`config.mk`:
```
export PLATFORM = sky130hd
export DESIGN_NAME = loop_counter
export DESIGN_NICKNAME = d
export VERILOG_FILES = /design/src/rtl/loop_counter.sv
export SDC_FILE = /design/constraint.sdc
export NUM_CORES = 1
export LEC_CHECK = 0
export CAP_MARGIN = 5
export CORE_UTILIZATION = 35
export DETAILED_ROUTE_END_ITERATION = 6
export GPL_TIMING_DRIVEN = 0
export SLEW_MARGIN = 20
export SYNTH_ARGS = -nofsm -noshare
export SYNTH_HDL_FRONTEND = slang
export SYNTH_SLANG_ARGS = --single-unit
```
`constraint.sdc`:
```
create_clock -name clk -period 5.2 [get_ports clk]
set_input_delay 0.52 -clock clk [delete_from_list [all_inputs] [get_ports clk]]
set_output_delay 0.52 -clock clk [all_outputs]
set_load 0.01 [all_outputs]
```
`src/rtl/loop_counter.sv`:
```
// loop_counter: loadable up/down counter with clamped stepping and a
// terminal-count pulse. Optional macro LOOP_COUNTER_RELOAD_EN keeps the
// counter running and reloads it after each terminal arrival; without it
// the counter parks in DONE holding the terminal value.
module loop_counter #(
   parameter int unsigned WIDTH  = 16,
   parameter int unsigned STEP_W = 4
) (
   input  logic              clk,
   input  logic              clr,
   input  logic [WIDTH-1:0]  N,
   input  logic              ld_N,
   input  logic              cnt_en,
   input  logic              up,
   input  logic [STEP_W-1:0] step,
   output logic [WIDTH-1:0]  dout,
   output logic              tc,
   output logic              busy,
   output logic              done
);

   // One extra bit so overshoot past either end is visible.
   localparam int unsigned EW = WIDTH + 1;

   typedef enum logic [1:0] {
      IDLE = 2'd0,
      RUN  = 2'd1,
      DONE = 2'd2
   } state_e;

   state_e           state_q, state_d;
   logic [WIDTH-1:0] dout_q,  dout_d;
   logic [WIDTH-1:0] limit_q, limit_d;
   logic             dir_q,   dir_d;
   logic             tc_q,    tc_d;

   logic [EW-1:0]    eff_step;
   logic [EW-1:0]    up_sum;
   logic [EW-1:0]    dn_diff;
   logic             hit;
   logic [WIDTH-1:0] next_cnt;
`ifdef LOOP_COUNTER_RELOAD_EN
   logic [WIDTH-1:0] term;
`endif

   // State register with synchronous clear.
   always_ff @(posedge clk) begin
      if (clr) begin
         state_q <= IDLE;
         dout_q  <= '0;
         limit_q <= '0;
         dir_q   <= 1'b0;
         tc_q    <= 1'b0;
      end else begin
         state_q <= state_d;
         dout_q  <= dout_d;
         limit_q <= limit_d;
         dir_q   <= dir_d;
         tc_q    <= tc_d;
      end
   end

   // Clamped step toward the terminal value.
   always_comb begin
      eff_step = (step == '0) ? EW'(1) : EW'(step);
      up_sum   = {1'b0, dout_q} + eff_step;
      dn_diff  = {1'b0, dout_q} - eff_step;
      if (dir_q) begin
         hit      = (up_sum >= {1'b0, limit_q});
         next_cnt = hit ? limit_q : up_sum[WIDTH-1:0];
      end else begin
         hit      = dn_diff[WIDTH] || (dn_diff == '0);
         next_cnt = hit ? '0 : dn_diff[WIDTH-1:0];
      end
   end

   // Next-state: load beats count beats hold.
   always_comb begin
      state_d = state_q;
      dout_d  = dout_q;
      limit_d = limit_q;
      dir_d   = dir_q;
      tc_d    = 1'b0;
`ifdef LOOP_COUNTER_RELOAD_EN
      term    = dir_q ? limit_q : '0;
`endif
      if (ld_N) begin
         limit_d = N;
         dir_d   = up;
         if (N == '0) begin
            dout_d  = '0;
            state_d = DONE;
            tc_d    = 1'b1;
         end else begin
            dout_d  = up ? '0 : N;
            state_d = RUN;
         end
      end else if (cnt_en && (state_q == RUN)) begin
`ifdef LOOP_COUNTER_RELOAD_EN
         if (dout_q == term) begin
            dout_d = dir_q ? '0 : limit_q;
         end else begin
            dout_d = next_cnt;
            tc_d   = hit;
         end
`else
         dout_d = next_cnt;
         if (hit) begin
            tc_d    = 1'b1;
            state_d = DONE;
         end
`endif
      end
   end

   assign dout = dout_q;
   assign tc   = tc_q;
   assign busy = (state_q == RUN);
   assign done = (state_q == DONE);

endmodule
```
==> impl_metrics.py <==
metrics = {
    "clock_network": {
        "cts.clk_slew.worst_paths_ns": 0.07,
        "clock-sinks": 36,
        "cts_htree_levels": 2,
        "clk_path_buf_depth": 2,
        "cts_made_buffers": 5,
        "clkLatencyLatePin_ns": 0.30,
        "root_buffer": "clkbuf_8",
        "cts_hold_buffers": 0,
        "tritoncts": "yes",
    },
    "setup_path": {
        "end_kind": "flip-flop",
        "worst-setup-path-type": "primary input to flip-flop",
        "required_ns": 5.34,
        "cp_max_fo": 10,
        "path_cells": "clkdlybuf4s50_1, inv_1, a31o_2, ha_1, fa_1, nand2b_1, a21oi_1, or2_2, buf_2, nand2_1, xnor2_1, ha_1, o21ai_0, nor2_1, a311oi_1, o311a_1, and2_1, buf_6, buf_6, mux2_2, a211oi_1, nor4_1",
        "worstPathArrival_ns": 5.09,
        "slowest_delay_ns": 0.48,
        "startpoint_type": "primary input",
        "critPathBufInv": 5,
        "cp_slowest_cell": "clkdlybuf4s50_1",
        "path_delay_family": "compound AO/OA/AOI/OAI gates",
    },
    "final_layout": {
        "ff_latch_area_um2": 721,
        "layout_commonest_cell": "nor2_1",
        "finish.utilization_pct": 44.7,
        "final_cell_mix": "41 x nor2_1, 40 x clkdlybuf4s50_1, 37 x nand2_1",
        "area_growth_pct": 21.5,
        "multi_input_area_um2": 2330,
        "drive_above_1_share_pct": 9.62,
        "stdcell_area_um2": 3970,
        "fillerInstances": 913,
        "nets": 518,
        "layout.cells.non_filler": 576,
        "antenna_cells": 0,
    },
    "placement": {
        "portBuffers": 41,
        "dp_hpwl_mm": 8.20,
        "gp_congestion": 0.886,
        "dp_cells": 567,
        "placed_cell_area_um2": 3820,
    },
    "timing": {
        "min_period_ns": 4.95,
        "rsz0062_at_grt": "no",
        "maxSlewViolCount": 0,
        "slew_headroom_pct": 47.3,
        "max_slew.worst_pin.slew_ns": 0.784,
        "hold_violations": 0,
        "fin_crit_sh_pct": 95.2,
        "setup_viol_count_final": 0,
        "skew_ns": 0.00712,
        "fmax_mhz": 202,
    },
    "synthesis": {
        "async_reset_ff_share_pct": 0,
        "synthCells": 418,
        "yosysSeqAreaShare_pct": 22.0,
        "synth_largest_area_cell": "dfxtp_1",
        "syn_area_per_cell_um2": 7.82,
        "netlist.area_leader.share_pct": 22.0,
        "synth_cell_types": 68,
        "yosys-top-cells-area": "dfxtp_1 22%, ha_1 9.2%, mux2i_1 5.2%",
        "synth_edf_count": 0,
        "syn_nets": 469,
        "ys.flop_type": "dfxtp_1",
        "synth_area_um2": 3270,
        "ys_ff_latch": 36,
        "yosysWarningCount": 0,
    },
    "grt": {
        "antenna_found_initial": 0,
        "grt_pass1_vias": 3158,
        "grt_max_degree": 12,
        "overflow": 0,
        "grt_pass1_wl_mm": 16.6,
        "grt_use_total_pct": 21.7,
    },
    "pwr": {
        "p_per_area_nw_per_um2": 282,
        "p_leak_nw": 1.60,
        "peakVddDrop_uv": 168,
    },
    "floorplan": {
        "ios": 44,
        "core_area_um2": 8890,
        "rows": 34,
        "die-area_um2": 9730,
        "initial_core_util_pct": 36.8,
        "dieHeight_um": 98.7,
        "die_w_um": 98.7,
    },
    "routing": {
        "postRouteAntennaNets": 0,
        "drcViolationCount": 0,
        "vias": 3347,
        "via_per_inst": 5.81,
        "wl_mm": 10.4,
        "drt-pass1-iter-count": 5,
        "wl_per_cell_um": 18.1,
        "drt_iter0_markers": 321,
    },
    "status": {
        "status": "completed",
    },
    "hold_path": {
        "worstHoldPathType": "flip-flop to flip-flop",
    },
    "flow_run": {
        "cap_violations": 0,
    },
}
==> kinds of logic after synthesis <==
kind of cell    count (synthesis)  synth area share, %
compound gates                100                 21.8
fa+ha+maj                      26                 10.4
xor+xnor                       19                 5.09
buf+inv                        55                 7.04
simple gates                  155                 25.0
flops                          36                 22.0
mux                            27                 8.65
==> synth_stat cells (all sizes together) (3+ instances only) <==
master   count
a2111oi      6
a211oi       4
a21oi       33
a221oi       8
a31oi        4
and2         3
and3         7
and4         4
buf         10
clkbuf      17
dfxtp       36
ha          24
inv         28
mux2        10
mux2i       17
nand2       37
nand2b       3
nand3       10
nand4       13
nor2        41
nor2b        6
nor3         9
nor4         9
o211ai       4
o21ai       17
or3          4
xnor2       15
xor2         4
==> worst min-delay path, stage by stage (launching register included) <==
cell	delay, ns
dfxtp_1	0.32
nand2_1	0.06
o2bb2ai_1	0.05
==> sequential cells by signal, summed over array words and instances, names as in the netlist <==
register	count
limit_q	16
tc	1
dout	16
state_q	2
dir_q	1
==> per-stage QoR <==
| stage | total power, mW | hold WS (ns) | worst slack (ns) | setup TNS (ns) |
|---|---|---|---|---|
| 2_1_floorplan | 0.667 | 0.438 | 0.748 | 0 |
| 4_1_cts | 1.11 | 0.475 | 0.0463 | 0 |
| 3_3_place_gp | 0.817 | 0.453 | -0.426 | -2.97 |
| 5_1_grt | 1.19 | 0.505 | 0.0675 | 0 |
| 3_5_place_dp | 0.824 | 0.465 | -0.492 | -4.08 |
| 6_report | 1.12 | 0.470 | 0.251 | 0 |
==> path summary, 6_finish.rpt <==
path | start | cells past startpoint | to | slack (ns)
min | state_q[0] | 2 | state_q[0] | 0.47
max reg2reg | dout[3] | 18 | dout[9] | 0.87
max | step[2] | 22 | dout[9] | 0.25
min reg2reg | state_q[0] | 2 | state_q[0] | 0.47
==> routing by layer <==
metal  part of all wire, %  track usage [%]
met5                     0                0
met4                  0.89             4.25
met3                   8.1             3.26
met2                    46             36.0
met1                    45             30.1
==> power by group <==
group / switching, mW / total [mW] / internal [mW] / leakage (nW)
Combinational: 0.297 / 0.522 / 0.225 / 1.24
Sequential: 0.0258 / 0.324 / 0.298 / 0.297
Clock: 0.107 / 0.276 / 0.169 / 0.0645
Total: 0.429 / 1.12 / 0.692 / 1.60
==> final cells by class <==
type	count	share of cell area, %
clock inverters	1	0.756
flip-flops and latches	36	18.1
multi-input cells	327	58.6
well taps	108	3.40
inverters	28	2.65
repair buffers	42	10.6
clock buffers	7	2.43
plain buffers	27	3.46
==> what timing repair did <==
| action | in CTS | in global routing |
|---|---|---|
| setup endpoints to repair | 7 | 10 |
| pin swaps | 1 | 2 |
| resized for setup | 1 | 8 |
| setup buffers | 1 | 0 |
Power figures use the tool's default switching activity.
